### config.mk
export PLATFORM = sky130hd
export DESIGN_NAME = train_timer_arbiter
export DESIGN_NICKNAME = d
export VERILOG_FILES = /design/src/rtl/train_timer_arbiter.sv
export SDC_FILE = /design/constraint.sdc
export NUM_CORES = 1
export LEC_CHECK = 0
export BUFFER_PORTS_ARGS = -buffer_cell sky130_fd_sc_hd__buf_2
export CELL_PAD_IN_SITES_DETAIL_PLACEMENT = 2
export CELL_PAD_IN_SITES_GLOBAL_PLACEMENT = 2
export CORE_MARGIN = 2
export CORE_UTILIZATION = 30
export CTS_CLUSTER_DIAMETER = 80
export DETAILED_ROUTE_END_ITERATION = 12
export PLACE_DENSITY = 0.78
export SLEW_MARGIN = 10
export SYNTH_ARGS = -nofsm -noshare
export SYNTH_HDL_FRONTEND = slang
export SYNTH_SLANG_ARGS = --single-unit
### constraint.sdc
create_clock -name clk_100mhz -period 2.5 [get_ports clk_100mhz]
set_input_delay 0.125 -clock clk_100mhz [delete_from_list [all_inputs] [get_ports clk_100mhz]]
set_output_delay 0.125 -clock clk_100mhz [all_outputs]
set_load 0.02 [all_outputs]
### src/rtl/train_timer_arbiter.sv
// train_timer_arbiter: round-robin arbiter for one shared millisecond timer.
// Four requesters compete; the winner's 16-bit duration is loaded, counted
// down in 1 ms ticks derived from a TICK_DIV-cycle prescaler, and completion
// is signalled with a one-cycle done pulse to the owner.
// Optional feature: define TRAIN_TIMER_ABORT_EN to add an abort input that
// cancels a granted request during LOAD or RUN without a done pulse.
module train_timer_arbiter #(
  parameter int TICK_DIV = 100000
) (
  input  logic        clk_100mhz,
  input  logic        rst,
`ifdef TRAIN_TIMER_ABORT_EN
  input  logic        abort,
`endif
  input  logic [3:0]  req,
  input  logic [63:0] dur_ms,
  output logic [3:0]  gnt,
  output logic [3:0]  done,
  output logic        busy,
  output logic        tick
);

  typedef enum logic [1:0] {
    S_IDLE = 2'd0,
    S_LOAD = 2'd1,
    S_RUN  = 2'd2,
    S_DONE = 2'd3
  } state_t;

  // Prescaler value in the tick cycle, and the value one cycle before it
  // (used to register tick so it lines up with the wrap cycle).
  localparam logic [16:0] PRESC_LAST = 17'(TICK_DIV - 1);
  localparam logic [16:0] PRESC_PRE  = 17'(TICK_DIV - 2);

  state_t      r_state;
  logic [3:0]  r_gnt;
  logic [3:0]  r_done;
  logic        r_busy;
  logic        r_tick;
  logic [16:0] r_presc;
  logic [15:0] r_remaining;
  logic [1:0]  r_last;
  logic [1:0]  r_win;

  logic [1:0]  w_pick;
  logic [15:0] w_slice;
  logic        w_abort;

  // Round-robin search starting just after the previous winner; the last
  // candidate examined is the previous winner itself.
  function automatic logic [1:0] rr_pick(input logic [3:0] r, input logic [1:0] last);
    logic [1:0] idx;
    logic [1:0] pick;
    logic       found;
    pick  = last;
    found = 1'b0;
    for (int k = 1; k <= 4; k++) begin
      idx = last + 2'(k);
      if (!found && r[idx]) begin
        pick  = idx;
        found = 1'b1;
      end
    end
    return pick;
  endfunction

  function automatic logic [3:0] onehot(input logic [1:0] i);
    return 4'b0001 << i;
  endfunction

  assign w_pick  = rr_pick(req, r_last);
  assign w_slice = dur_ms[{r_win, 4'b0000} +: 16];

`ifdef TRAIN_TIMER_ABORT_EN
  assign w_abort = abort;
`else
  assign w_abort = 1'b0;
`endif

  // Arbitration FSM, prescaler and countdown with registered outputs.
  always_ff @(posedge clk_100mhz) begin
    if (rst) begin
      r_state     <= S_IDLE;
      r_gnt       <= 4'b0000;
      r_done      <= 4'b0000;
      r_busy      <= 1'b0;
      r_tick      <= 1'b0;
      r_presc     <= 17'd0;
      r_remaining <= 16'd0;
      r_last      <= 2'd3;
      r_win       <= 2'd0;
    end else if (w_abort && (r_state == S_LOAD || r_state == S_RUN)) begin
      // Cancel the current owner; it still counts as the last winner.
      r_state     <= S_IDLE;
      r_gnt       <= 4'b0000;
      r_done      <= 4'b0000;
      r_busy      <= 1'b0;
      r_tick      <= 1'b0;
      r_presc     <= 17'd0;
      r_remaining <= 16'd0;
      r_last      <= r_win;
    end else begin
      case (r_state)
        S_IDLE: begin
          r_done <= 4'b0000;
          r_tick <= 1'b0;
          if (req != 4'b0000) begin
            r_win   <= w_pick;
            r_gnt   <= onehot(w_pick);
            r_busy  <= 1'b1;
            r_state <= S_LOAD;
          end else begin
            r_gnt   <= 4'b0000;
            r_busy  <= 1'b0;
            r_state <= S_IDLE;
          end
        end
        S_LOAD: begin
          r_remaining <= w_slice;
          r_last      <= r_win;
          r_presc     <= 17'd0;
          r_tick      <= 1'b0;
          if (w_slice != 16'd0) begin
            r_state <= S_RUN;
          end else begin
            r_done  <= onehot(r_win);
            r_state <= S_DONE;
          end
        end
        S_RUN: begin
          if (r_presc == PRESC_LAST) begin
            // Tick cycle: prescaler wraps and one millisecond elapses.
            r_presc     <= 17'd0;
            r_tick      <= 1'b0;
            r_remaining <= r_remaining - 16'd1;
            if (r_remaining == 16'd1) begin
              r_done  <= onehot(r_win);
              r_state <= S_DONE;
            end else begin
              r_state <= S_RUN;
            end
          end else begin
            r_presc <= r_presc + 17'd1;
            r_tick  <= (r_presc == PRESC_PRE);
            r_state <= S_RUN;
          end
        end
        S_DONE: begin
          r_done  <= 4'b0000;
          r_gnt   <= 4'b0000;
          r_busy  <= 1'b0;
          r_tick  <= 1'b0;
          r_state <= S_IDLE;
        end
        default: begin
          r_state     <= S_IDLE;
          r_gnt       <= 4'b0000;
          r_done      <= 4'b0000;
          r_busy      <= 1'b0;
          r_tick      <= 1'b0;
          r_presc     <= 17'd0;
          r_remaining <= 16'd0;
        end
      endcase
    end
  end

  assign gnt  = r_gnt;
  assign done = r_done;
  assign busy = r_busy;
  assign tick = r_tick;

endmodule

==> results.md, run 1 <==
- Synth Net Count: 436
- Clock slew at reported path FFs: around 0.10 ns
- Count of buffers from port buffering: 79
- Detail-routed via count per cell: around 5.5
- Origin of the critical flop-to-flop path: r_presc[6]
- Drt first pass iters: 4
- Hold buffers post-CTS: 0
- Area share of the largest cell type after synthesis: 0.311
- Antenna violations before repair: 0
- Die span in y: 107 um
- Area Overhead vs Synth: 25.6%
- CTS tree: yes
- Die X: between 100 and 150 um
- Post-synth EDFFs: 0
- Top_reg_cell synth: sky130_fd_sc_hd__dfxtp_1
- Final Routed Wirelength: roughly 12 mm
- Initial core utilization: 0.307
- Number of library cell types mapped by synthesis: 58
- Pre-CTS WS: between 0.05 and 0.06 ns
- Max-cap check violation count: 0
- Worst-Skew Late Latency: roughly 0.31 ns
- Final nets: ~530
- Maximum number of pins on one net before global-route repair: 28
- Wire length of the first global-routing pass: 19.2 mm
- Leading area contributor after synthesis: sky130_fd_sc_hd__dfxtp_1
- Most frequent cell after synthesis: sky130_fd_sc_hd__dfxtp_1
- Syn_area_per_cell: between 8 and 9 um2
- Avg WL per Cell: about 20 um
- Core region area: between 10,000 and 15,000 um2
- Worst setup EP type: register
- Antenna Violating Nets Remaining: 0
- Placed inst area: ~3900 um2
- Estimated wirelength of the detail-placed design: roughly 9 mm
- VDD IR max: ~280 uV
- Ys Warns: 0
- Final count of pins violating max slew: 0
- Fraction of final layout cells with drive strength greater than 1: 0.324
- Count of H-tree levels built during CTS: 2
- Std cell rows: 37
- Startpoint type of the worst setup path: register
- Main area contributors after synthesis: sky130_fd_sc_hd__dfxtp_1 (31%), sky130_fd_sc_hd__mux4_2 (11%), sky130_fd_sc_hd__nor2_1 (4.8%)
- Violated checks: negative setup slack
- Post-layout min period: roughly 2.5 ns
- DRC violation count after routing: 0
- Share of synthesized area occupied by flip-flops and latches: 0.311
- Number of clock sinks: 49
- Flip-flop and latch count after synthesis: 49
- Result of the run: complete, but fails checks
- Vias in the first global route: 3,627
- Biggest fanout along the worst timing path: 18
- Transition time of the tightest slew-check pin: approximately 0.62 ns
- Area of all placed cells without fillers: roughly 4000 um2
- Maximum clock frequency: between 0.3 and 0.4 GHz
- Startpoint of the worst hold path: req[0]
- Leak Pwr: approximately 1.5 nW
- Number of placed I/O pins: 80
- Required time of the critical path: around 2.7 ns
- Number of hold-slack violations in the final timing report: 0
- Worst Setup Path Type: register to register
- Overall routing resource usage: 0.212
- Startpoint of the worst setup timing path: r_presc[6]
- Violation count after the first detailed-routing iteration: around 120
- Number of vias after detailed routing: about 3,200
- Congestion Overflow GR: 0
- Part of the cycle the worst path needs: 1.01
- Root Buffer Master: sky130_fd_sc_hd__clkbuf_8
- Total power per unit cell area: 732 nW/um2
- DIE AREA: 11,400 um2
- Count of mapped cells out of synthesis: approximately 360
- Final setup fails: 1
- Async set-or-reset flop fraction in the synthesized netlist: 0
- Multi-input logic area: roughly 2000 um2
- Number of buffers created by CTS: 5
- Path type of the worst min-delay path: input pin to register
- Most instantiated cells after synthesis: sky130_fd_sc_hd__dfxtp_1 (49), sky130_fd_sc_hd__nor2_1 (40), sky130_fd_sc_hd__nand2_1 (29)
- Slew margin rel.: 0.581
- Fill cell instance count of the final layout: roughly 1,200
- Worst-case setup margin in the final layout: -0.0312 ns
- CP Data Arrival Time: 2.73 ns
- Sequential Area: roughly 1000 um2
- Total standard cell area after synthesis: around 3200 um2
- Final estimated routing congestion in global placement: about 0.85
- Worst Clk Skew: around 0.014 ns
- Clock Tree Buf Depth: 2
- Antenna Cells: 0
==> worst max-delay path, cell delays in order, from the launching register on <==
cell and delay (ns):
sky130_fd_sc_hd__dfxtp_1 0.34, sky130_fd_sc_hd__or4b_1 0.53, sky130_fd_sc_hd__or4_4 0.57, sky130_fd_sc_hd__buf_4 0.17, sky130_fd_sc_hd__o31ai_4 0.21, sky130_fd_sc_hd__buf_12 0.20, sky130_fd_sc_hd__a21oi_1 0.11, sky130_fd_sc_hd__a211oi_2 0.30
==> power by group <==
part           switching, mW  leakage [nW]  internal (mW)
Sequential             0.114         0.399          0.886
Combinational          0.804          1.09          0.612
Clock                  0.292        0.0412          0.195
Total                   1.21          1.53           1.69
==> placed cells by master, fill, tap and decap left out, types with 3 or more instances in the layout <==
cell type	n
sky130_fd_sc_hd__xor2_1	6
sky130_fd_sc_hd__o21ai_0	14
sky130_fd_sc_hd__a21oi_1	18
sky130_fd_sc_hd__and2_1	6
sky130_fd_sc_hd__nand4_1	6
sky130_fd_sc_hd__dfxtp_1	49
sky130_fd_sc_hd__inv_1	10
sky130_fd_sc_hd__nand2b_1	4
sky130_fd_sc_hd__nor4_1	9
sky130_fd_sc_hd__a21o_1	4
sky130_fd_sc_hd__buf_2	79
sky130_fd_sc_hd__nand2_1	29
sky130_fd_sc_hd__and3_1	4
sky130_fd_sc_hd__mux4_2	16
sky130_fd_sc_hd__buf_4	23
sky130_fd_sc_hd__nand4b_1	9
sky130_fd_sc_hd__nand3_1	3
sky130_fd_sc_hd__a211oi_1	7
sky130_fd_sc_hd__o31ai_1	3
sky130_fd_sc_hd__ha_1	8
sky130_fd_sc_hd__clkbuf_8	5
sky130_fd_sc_hd__or3_1	5
sky130_fd_sc_hd__nor2_1	40
sky130_fd_sc_hd__o2111ai_1	7
sky130_fd_sc_hd__nor3_1	10
sky130_fd_sc_hd__buf_12	4
sky130_fd_sc_hd__nor2b_1	8
sky130_fd_sc_hd__mux2i_1	3
sky130_fd_sc_hd__xnor2_1	10
sky130_fd_sc_hd__nand3b_1	8
==> cells by family after synthesis <==
logic type,after synthesis,share of synthesized area
adders and majority gates,8,0.0317
and+or+nand+nor,155,0.270
muxes,21,0.131
DFF,49,0.311
AOI/OAI and AO/OA,75,0.166
xor gates and xnor gates,16,0.0444
buffers and inverters,34,0.0468
==> sequential cells by signal, summed over array words and instances (netlist names) <==
name         count
tick             1
done             4
r_presc         17
r_win            2
r_remaining     16
busy             1
r_last           2
r_state          2
gnt              4
==> layer usage <==
metal / GRT usage / part of all wire / vias up
li1: - / - / 1509
met1: 0.260 / 0.43 / 1616
met2: 0.395 / 0.53 / 51
met3: 0.0286 / 0.027 / 13
met4: 0.0417 / 0.016 / 0
met5: 0 / 0 / -
==> final timing paths <==
path	endpoint	slack [ns]	cells past startpoint
max	r_remaining[13]	-0.03	7
max reg2reg	r_remaining[13]	-0.03	7
min reg2reg	busy	0.47	1
min	r_state[0]	0.27	3
==> stage by stage <==
stage          total power, mW  TNS (ns)   util  instances  hold slack [ns]
5_1_grt                   3.11    -0.306  0.386        584            0.333
2_1_floorplan             1.89         0      -        358            0.280
3_3_place_gp              2.34         0  0.376        576            0.432
3_5_place_dp              2.41         0  0.376        576            0.450
6_report                  2.90   -0.0312  0.386        584            0.272
4_1_cts                   2.90         0  0.384        583            0.280
==> cell type report <==
cell class | count | share of cell area
well taps | 136 | 0.0429
inverters | 11 | 0.0104
repair buffers | 106 | 0.163
flip-flops and latches | 49 | 0.247
clock buffers | 6 | 0.0183
clock inverters | 1 | 0.00221
multi-input cells | 275 | 0.515
==> timing repair <==
item	in CTS	in global routing
resized for setup	0	4
setup endpoints to repair	0	19
buffers inserted	0	1
Power figures use the tool's default switching activity.
==> run 2: changes to the inputs <==
Settings changed: ABC_AREA set to 1, CORE_UTILIZATION 30 to 28, PLACE_DENSITY 0.78 to 0.81.
==> run 2 against run 1 <==
  * The flow now finishes without violations
  * Clock power is 63% higher
  * Die area increased by 17%
  * Synthesized cell count up 61%
  * Power is 24% higher
  * First-iteration DRC count fell by 4.2%
  * Largest cell class unchanged
  * Critical path depth increased by 4
==> results.md, run 2 <==
- Estimated wirelength of the detail-placed design: 9.50 mm (was 9.05 mm)
- Top library cells by usage in the layout, fill and taps aside: sky130_fd_sc_hd__nand2_1 (246), sky130_fd_sc_hd__buf_2 (79), sky130_fd_sc_hd__nor2_1 (57) (was sky130_fd_sc_hd__buf_2 (79), sky130_fd_sc_hd__dfxtp_1 (49), sky130_fd_sc_hd__nor2_1 (40))
- Final Routed Wirelength: 12.0 mm (was 11.9 mm)
- Total power per unit cell area: 871 nW/um2 (was 732 nW/um2)
- Maximum number of pins on one net before global-route repair: 34 (was 28)
- Maximum clock frequency: 0.466 GHz (was 0.395 GHz)
- Violation count after the first detailed-routing iteration: 113 (was 118)
- Simple logic cell fraction of the synthesized area: 0.446 (was 0.270)
- Post-layout min period: 2.15 ns (was 2.53 ns)
- Number of clock sinks: 49 (unchanged)
- Post-CTS sizing: 0 (unchanged)
- CTS tree: yes (unchanged)
- DRC violation count after routing: 0 (unchanged)
- Core region area: 12,100 um2 (was 10,300 um2)
- Required time of the critical path: 2.66 ns (was 2.70 ns)
- Leading area contributor after synthesis: sky130_fd_sc_hd__dfxtp_1 (unchanged)
- Final setup fails: 0 (was 1)
- Number of buffers created by CTS: 5 (unchanged)
- Biggest fanout along the worst timing path: 12 (was 18)
- Net Sw Power: 1.65 mW (was 1.21 mW)
- Congestion Overflow GR: 0 (unchanged)
- Total standard cell area after synthesis: 3480 um2 (was 3160 um2)
- Clock Tree Buf Depth: 2 (unchanged)
- Area share of the largest cell type after synthesis: 0.282 (was 0.311)
- Initial core utilization: 0.288 (was 0.307)
- Hold buffers post-CTS: 0 (unchanged)
- Worst Setup Path Type: register to register (unchanged)
- Register with the most flip-flops: r_presc (unchanged)
- Share of total power consumed by net switching: 0.457 (was 0.417)
- Root Buffer Master: sky130_fd_sc_hd__clkbuf_16 (was sky130_fd_sc_hd__clkbuf_8)
- Aggregate negative setup slack: 0 ns (was -0.0312 ns)
- CP Data Arrival Time: 2.30 ns (was 2.73 ns)
- Number of hold-slack violations in the final timing report: 0 (unchanged)
- Slew margin rel.: 0.627 (was 0.581)
- Die X: 115 um (was 107 um)
- Post-Synth Adder-Cell Area: 0.0288 (was 0.0317)
- Startpoint type of the worst setup path: register (unchanged)
- Part of the cycle the worst path needs: 0.859 (was 1.01)
- Count of H-tree levels built during CTS: 2 (unchanged)
- Count of buffers from port buffering: 79 (unchanged)
- Most instantiated cells after synthesis: sky130_fd_sc_hd__nand2_1 (246), sky130_fd_sc_hd__nor2_1 (57), sky130_fd_sc_hd__dfxtp_1 (49) (was sky130_fd_sc_hd__dfxtp_1 (49), sky130_fd_sc_hd__nor2_1 (40), sky130_fd_sc_hd__nand2_1 (29))
- Combinational Power Share: 0.497 (was 0.488)
- Antenna Violating Nets Remaining: 0 (unchanged)
- Ys Warns: 0 (unchanged)
- Largest family of logic cells by synthesized area: simple AND/OR/NAND/NOR gates (unchanged)
- Registers with the most flip-flops: r_presc: 17 flops, r_remaining: 16 flops (unchanged)
- Clock share of power: 0.221 (was 0.168)
- Result of the run: finished, final reports clean (was complete, but fails checks)
- Share of synthesized area occupied by flip-flops and latches: 0.282 (was 0.311)
- Fill cell instance count of the final layout: 1,552 (was 1,186)
- Antenna Cells: 0 (unchanged)
- Syn_area_per_cell: 6.03 um2 (was 8.82 um2)
- Avg WL per Cell: 14.7 um (was 20.3 um)
- Most frequent cell after synthesis: sky130_fd_sc_hd__nand2_1 (was sky130_fd_sc_hd__dfxtp_1)
- Final nets: 726 (was 526)
- Top_reg_cell synth: sky130_fd_sc_hd__dfxtp_1 (unchanged)
- Std cell rows: 40 (was 37)
- Area Overhead vs Synth: 18.8% (was 25.6%)
- Final estimated routing congestion in global placement: 0.815 (was 0.848)
- Flip-flop and latch count after synthesis: 49 (unchanged)
- Count of mapped cells out of synthesis: 577 (was 358)
- Worst setup EP type: register (unchanged)
- Path type of the worst min-delay path: input pin to register (unchanged)
- Number of setup buffers added after CTS: 0 (unchanged)
- RSZ-0062 raised after global routing: false
- Commonest non-fill, non-tap cell in the layout: sky130_fd_sc_hd__nand2_1 (was sky130_fd_sc_hd__buf_2)
- Leak Pwr: 2.02 nW (was 1.53 nW)
- Main area contributors after synthesis: sky130_fd_sc_hd__dfxtp_1 (28%), sky130_fd_sc_hd__nand2_1 (27%), sky130_fd_sc_hd__nor2_1 (6.1%) (was sky130_fd_sc_hd__dfxtp_1 (31%), sky130_fd_sc_hd__mux4_2 (11%), sky130_fd_sc_hd__nor2_1 (4.8%))
- Int Power: 1.95 mW (was 1.69 mW)
- Number of library cell types mapped by synthesis: 37 (was 58)
- Antenna violations before repair: 0 (unchanged)
- Detail-routed via count per cell: 4.79 (was 5.46)
- Final count of pins violating max slew: 0 (unchanged)
- DIE AREA: 13,300 um2 (was 11,400 um2)
- Number of vias after detailed routing: 3,912 (was 3,189)
- Async set-or-reset flop fraction in the synthesized netlist: 0 (unchanged)
- Post-synth EDFFs: 0 (unchanged)
- Transition time of the tightest slew-check pin: 0.559 ns (was 0.623 ns)
- Post-synthesis share of cell area spent on xor and xnor gates: 0.0403 (was 0.0444)
- Wire length of the first global-routing pass: 20.5 mm (was 19.2 mm)
- Overall routing resource usage: 0.190 (was 0.212)
- Vias in the first global route: 4,368 (was 3,627)
- Post-synthesis compound-gate area fraction: 0.103 (was 0.166)
- Total design power: 3.60 mW (was 2.90 mW)
- Max-cap check violation count: 0 (unchanged)
- Worst Clk Skew: 0.00494 ns (was 0.0145 ns)
- VDD IR max: 365 uV (was 280 uV)
- Mux cell area share after synthesis: 0 (was 0.131)
- Number of placed I/O pins: 80 (unchanged)
- Drt first pass iters: 4 (unchanged)
- Die span in y: 115 um (was 107 um)
- Clock slew at reported path FFs: 0.07 ns (was 0.10 ns)
- Register share of total power: 0.282 (was 0.344)
- Flip-flop count of the largest register after layout: 17 (unchanged)
- Worst-Skew Late Latency: 0.29 ns (was 0.31 ns)
- Fraction of final layout cells with drive strength greater than 1: 0.171 (was 0.324)
- Synth Net Count: 655 (was 436)
==> run 2: changes by cell type after synthesis, sizes merged, moves of 7 or more <==
cell / delta
nor2: +20
nand4b: -9
buf: +9
clkbuf: -9
o211ai: +7
mux4: -16
a21oi: +9
nand2: +221
nor2b: -8
o2111ai: -7
a211oi: -7
nand3: +29
inv: +31
nand3b: -8
==> run 2: kinds of logic after synthesis <==
logic type / Yosys count
AO/OA/AOI/OAI: 62
XOR/XNOR: 16
adder cells (fa/ha/maj): 8
buffers and inverters: 66
flip-flops: 49
AND/OR/NAND/NOR: 376
==> run 2: metal layers <==
layer | share of wire | wire, um | track usage
met1 | 0.42 | 5030 | 0.211
met2 | 0.56 | 6700 | 0.389
met3 | 0.020 | 240 | 0.0204
met4 | 0.0060 | 72 | 0.0265
met5 | 0 | 0 | 0
==> run 2: power groups by stage <==
| stage | clock (mW) | combinational (mW) | sequential, mW |
|---|---|---|---|
| 3_3_place_gp | 0 | 1.71 | 1.02 |
| 4_1_cts | 0.819 | 1.84 | 1.02 |
| 6_report | 0.796 | 1.79 | 1.02 |
| 2_1_floorplan | 0 | 1.30 | 1.04 |
| 3_5_place_dp | 0 | 1.81 | 1.03 |
| 5_1_grt | 0.843 | 2.07 | 1.04 |
==> run 2: path summary, 6_finish.rpt <==
| kind | start | end | slack, ns | cells past startpoint |
|---|---|---|---|---|
| max | r_presc[1] | r_remaining[6] | 0.35 | 11 |
| min reg2reg | gnt[2] | gnt[2] | 0.46 | 2 |
| max reg2reg | r_presc[1] | r_remaining[6] | 0.35 | 11 |
| min | rst | done[1] | 0.29 | 2 |
==> run 2: metrics by stage <==
step	worst slack [ns]	area, um2	hold slack (ns)	cells	util
after global routing	0.149	4130	0.327	817	0.343
after CTS	0.350	4130	0.290	817	0.343
after global placement	0.527	3970	0.438	809	0.329
final	0.354	4130	0.291	817	0.343
after floorplan	0.747	3480	0.397	577	-
after detailed placement	0.419	3970	0.443	809	0.329
==> run 2: area by class of cell <==
type | instances | area (um2) | share of cell area
flip-flops and latches | 49 | 981 | 0.237
clock buffers | 5 | 125 | 0.0303
inverters | 42 | 160 | 0.0387
multi-input cells | 462 | 2150 | 0.520
well taps | 168 | 210 | 0.0508
clock inverters | 3 | 43.8 | 0.0106
repair buffers | 88 | 463 | 0.112
==> run 2: critical path, stage by stage, from the launching register on <==
cell and delay (ns):
sky130_fd_sc_hd__dfxtp_1 0.41, sky130_fd_sc_hd__ha_1 0.21, sky130_fd_sc_hd__inv_1 0.08, sky130_fd_sc_hd__nor2_4 0.15, sky130_fd_sc_hd__nand4_1 0.11, sky130_fd_sc_hd__nor2_1 0.17, sky130_fd_sc_hd__nand2_2 0.11, sky130_fd_sc_hd__o21ai_4 0.27
sky130_fd_sc_hd__buf_4 0.25, sky130_fd_sc_hd__o21ai_0 0.10, sky130_fd_sc_hd__nand2_1 0.08, sky130_fd_sc_hd__a21oi_1 0.06
==> run 3: changes to the inputs <==
Settings changed: MAX_ROUTING_LAYER set to met4.
Clock period 2.5 ns to 2.3 ns, I/O delays scaled along.
==> run 3 against run 2 <==
  * Flip-flop and latch count is the same
  * Die area did not move
  * Via count grew 1.8%
  * Design area fell by 0.61%
  * Cell count stayed put
  * Setup slack got worse by 0.058 ns
  * First-iteration DRC count up 29%
  * Critical path type unchanged
  * Largest cell class unchanged
==> results.md, run 3 (synthesized netlist as in run 2, its figures left out) <==
- Startpoint type of the worst setup path: register (unchanged)
- Worst-Skew Late Latency: 0.29 ns (about the same)
- Final estimated routing congestion in global placement: 0.831 (was 0.815)
- CP Data Arrival Time: 2.22 ns (was 2.30 ns)
- Fraction of final layout cells with drive strength greater than 1: 0.169 (was 0.171)
- Biggest fanout along the worst timing path: 4 (was 12)
- Number of hold-slack violations in the final timing report: 0 (unchanged)
- Startpoint of the worst hold path: rst (unchanged)
- Top library cells by usage in the layout, fill and taps aside: sky130_fd_sc_hd__nand2_1 (246), sky130_fd_sc_hd__buf_2 (79), sky130_fd_sc_hd__nor2_1 (57) (unchanged)
- Drt first pass iters: 4 (unchanged)
- Largest incremental delay on the critical path: 0.38 ns (was 0.41 ns)
- Maximum clock frequency: 0.499 GHz (was 0.466 GHz)
- Overall routing resource usage: 0.193 (was 0.190)
- Estimated wirelength of the detail-placed design: 9.47 mm (was 9.50 mm)
- Hold Worst Slack: 0.300 ns (was 0.291 ns)
- Number of buffers created by CTS: 5 (unchanged)
- Wire length of the first global-routing pass: 20.2 mm (was 20.5 mm)
- Antenna Cells: 0 (unchanged)
- Violation count after the first detailed-routing iteration: 146 (was 113)
- Post-layout min period: 2.00 ns (was 2.15 ns)
- Hold-critical path depth: 2 (unchanged)
- Aggregate negative setup slack: 0 ns (unchanged)
- Pre-CTS WS: 0.226 ns (was 0.419 ns)
- Max-cap check violation count: 0 (unchanged)
- Clock Tree Buf Depth: 2 (unchanged)
- Number of standard cells in the final layout excluding fillers: 817 (unchanged)
- Leak Pwr: 1.99 nW (was 2.02 nW)
- Area Overhead vs Synth: 18.1% (was 18.8%)
- Vias in the first global route: 4,412 (was 4,368)
- Commonest non-fill, non-tap cell in the layout: sky130_fd_sc_hd__nand2_1 (unchanged)
- Worst-case setup margin in the final layout: 0.296 ns (was 0.354 ns)
- Count of H-tree levels built during CTS: 2 (unchanged)
- Path type of the worst min-delay path: input pin to register (unchanged)
- Antenna violations before repair: 0 (unchanged)
- Maximum number of pins on one net before global-route repair: 36 (was 34)
- Number of clock sinks: 49 (unchanged)
- Hold path endpoint: done[1] (unchanged)
- Clock slew at reported path FFs: 0.07 ns (about the same)
- Worst Clk Skew: 0.00908 ns (was 0.00494 ns)
- Placed cell count: 808 (was 809)
- Total power per unit cell area: 919 nW/um2 (was 871 nW/um2)
- Antenna Violating Nets Remaining: 0 (unchanged)
- Transition time of the tightest slew-check pin: 0.619 ns (was 0.559 ns)
- Required time of the critical path: 2.51 ns (was 2.66 ns)
- Worst setup EP type: register (unchanged)
- Crit path cell chain: inv_1 > ha_1 > clkinv_1 > nor2_1 > nand3_1 > nor2_1 > nand3_1 > nand2_1 > nor3b_1 (was ha_1 > inv_1 > nor2_4 > nand4_1 > nor2_1 > nand2_2 > o21ai_4 > buf_4 > o21ai_0 > nand2_1 > a21oi_1)
- VDD IR max: 415 uV (was 365 uV)
- Core region area: 12,100 um2 (unchanged)
- DIE AREA: 13,300 um2 (unchanged)
- RSZ-0062 raised after global routing: false (unchanged)
- Flip-flop count of the largest register after layout: 17 (unchanged)
- Avg WL per Cell: 14.6 um (was 14.7 um)
- Number of vias after detailed routing: 3,982 (was 3,912)
- Std cell rows: 40 (unchanged)
- Count of buffers from port buffering: 79 (unchanged)
- Registers with the most flip-flops: r_presc: 17 flops, r_remaining: 16 flops (unchanged)
- Final Routed Wirelength: 12.0 mm (about the same)
- Placed inst area: 3960 um2 (was 3970 um2)
- Reg-to-reg endpoint: r_presc[15] (was r_remaining[6])
- Final nets: 726 (unchanged)
- Part of the cycle the worst path needs: 0.871 (was 0.859)
- Origin of the critical flop-to-flop path: r_state[0] (was r_presc[1])
- Result of the run: finished, final reports clean (unchanged)
- FF-to-FF setup slack: 0.30 ns (was 0.35 ns)
- CTS tree: yes (unchanged)
- Initial core utilization: 0.288 (unchanged)
- Post-CTS sizing: 0 (unchanged)
- Detail-routed via count per cell: 4.87 (was 4.79)
- Worst Setup Path Type: register to register (unchanged)
- Register with the most flip-flops: r_presc (unchanged)
- Root Buffer Master: sky130_fd_sc_hd__clkbuf_16 (unchanged)
- Hold buffers post-CTS: 0 (unchanged)
- DRC violation count after routing: 0 (unchanged)
- Final setup fails: 0 (unchanged)
- Reg2Reg Depth: 9 (was 11)
- Final count of pins violating max slew: 0 (unchanged)
- Die X: 115 um (unchanged)
- Congestion Overflow GR: 0 (unchanged)
- Die span in y: 115 um (unchanged)
- Area of all placed cells without fillers: 4110 um2 (was 4130 um2)
- Slowest stage cell, crit path: sky130_fd_sc_hd__dfxtp_1 (unchanged)
- Number of placed I/O pins: 80 (unchanged)
- Slew margin rel.: 0.587 (was 0.627)
==> run 3: cell count changes in the layout (fill, tap and decap cells not counted), sizes merged <==
cell / before / now
clkinv: 2 / 1
bufinv: 1 / 0
clkinvlp: 0 / 2
inv: 42 / 41
clkbuf: 5 / 6
==> run 3: how the worst max path moves through the flow <==
stage	startpoint	to	slack, ns
after floorplan	r_state[0]	r_presc[15]	0.55
after global placement	r_presc[0]	r_remaining[11]	0.34
after detailed placement	r_presc[0]	r_remaining[11]	0.23
after CTS	r_presc[0]	r_remaining[11]	0.19
after global routing	r_win[1]	done[3]	0.02
final	r_state[0]	r_presc[15]	0.30
==> run 3: layer usage <==
layer | part of all wire | vias to the layer above | track usage
met1 | 0.43 | 1941 | 0.212
met4 | 0.018 | 0 | 0.0522
met2 | 0.54 | 50 | 0.365
met5 | 0 | - | -
li1 | - | 1977 | -
met3 | 0.019 | 14 | 0.0204
==> run 3: what timing repair did <==
action / 4_1_cts / 5_1_grt
endpoints found under the setup margin: 0 / 2
setup buffers: 0 / 1
endpoints found under the hold margin: 0 / 0
==> run 3: final cells by class <==
cell class                 count  area (um2)
fill                        1540        7950
timing repair buffer          88         463
inverter                      42         160
multi-input combinational    462        2150
clock inverter                 2        15.0
sequential                    49         981
clock buffer                   6         129
tap                          168         210
==> run 3: critical path: cells and delay by family (launching register included) <==
family | cells | cell delay, ns
buffers and inverters | 2 | 0.16
DFF | 1 | 0.38
and+or+nand+nor | 6 | 1.08
adders and majority gates | 1 | 0.31
==> run 3: report_power, final <==
group	leakage, nW	switching [mW]	internal (mW)
sequential	0.400	0.129	0.980
clock	0.0631	0.331	0.404
combinational	1.53	1.30	0.632
total	1.99	1.76	2.02
==> run 3: metrics by stage <==
step                      utilization  power (mW)
after CTS                       0.340        3.84
after detailed placement        0.328        3.07
after global placement          0.328        2.98
final                           0.341        3.77
after floorplan                     -        2.55
after global routing            0.341        4.14
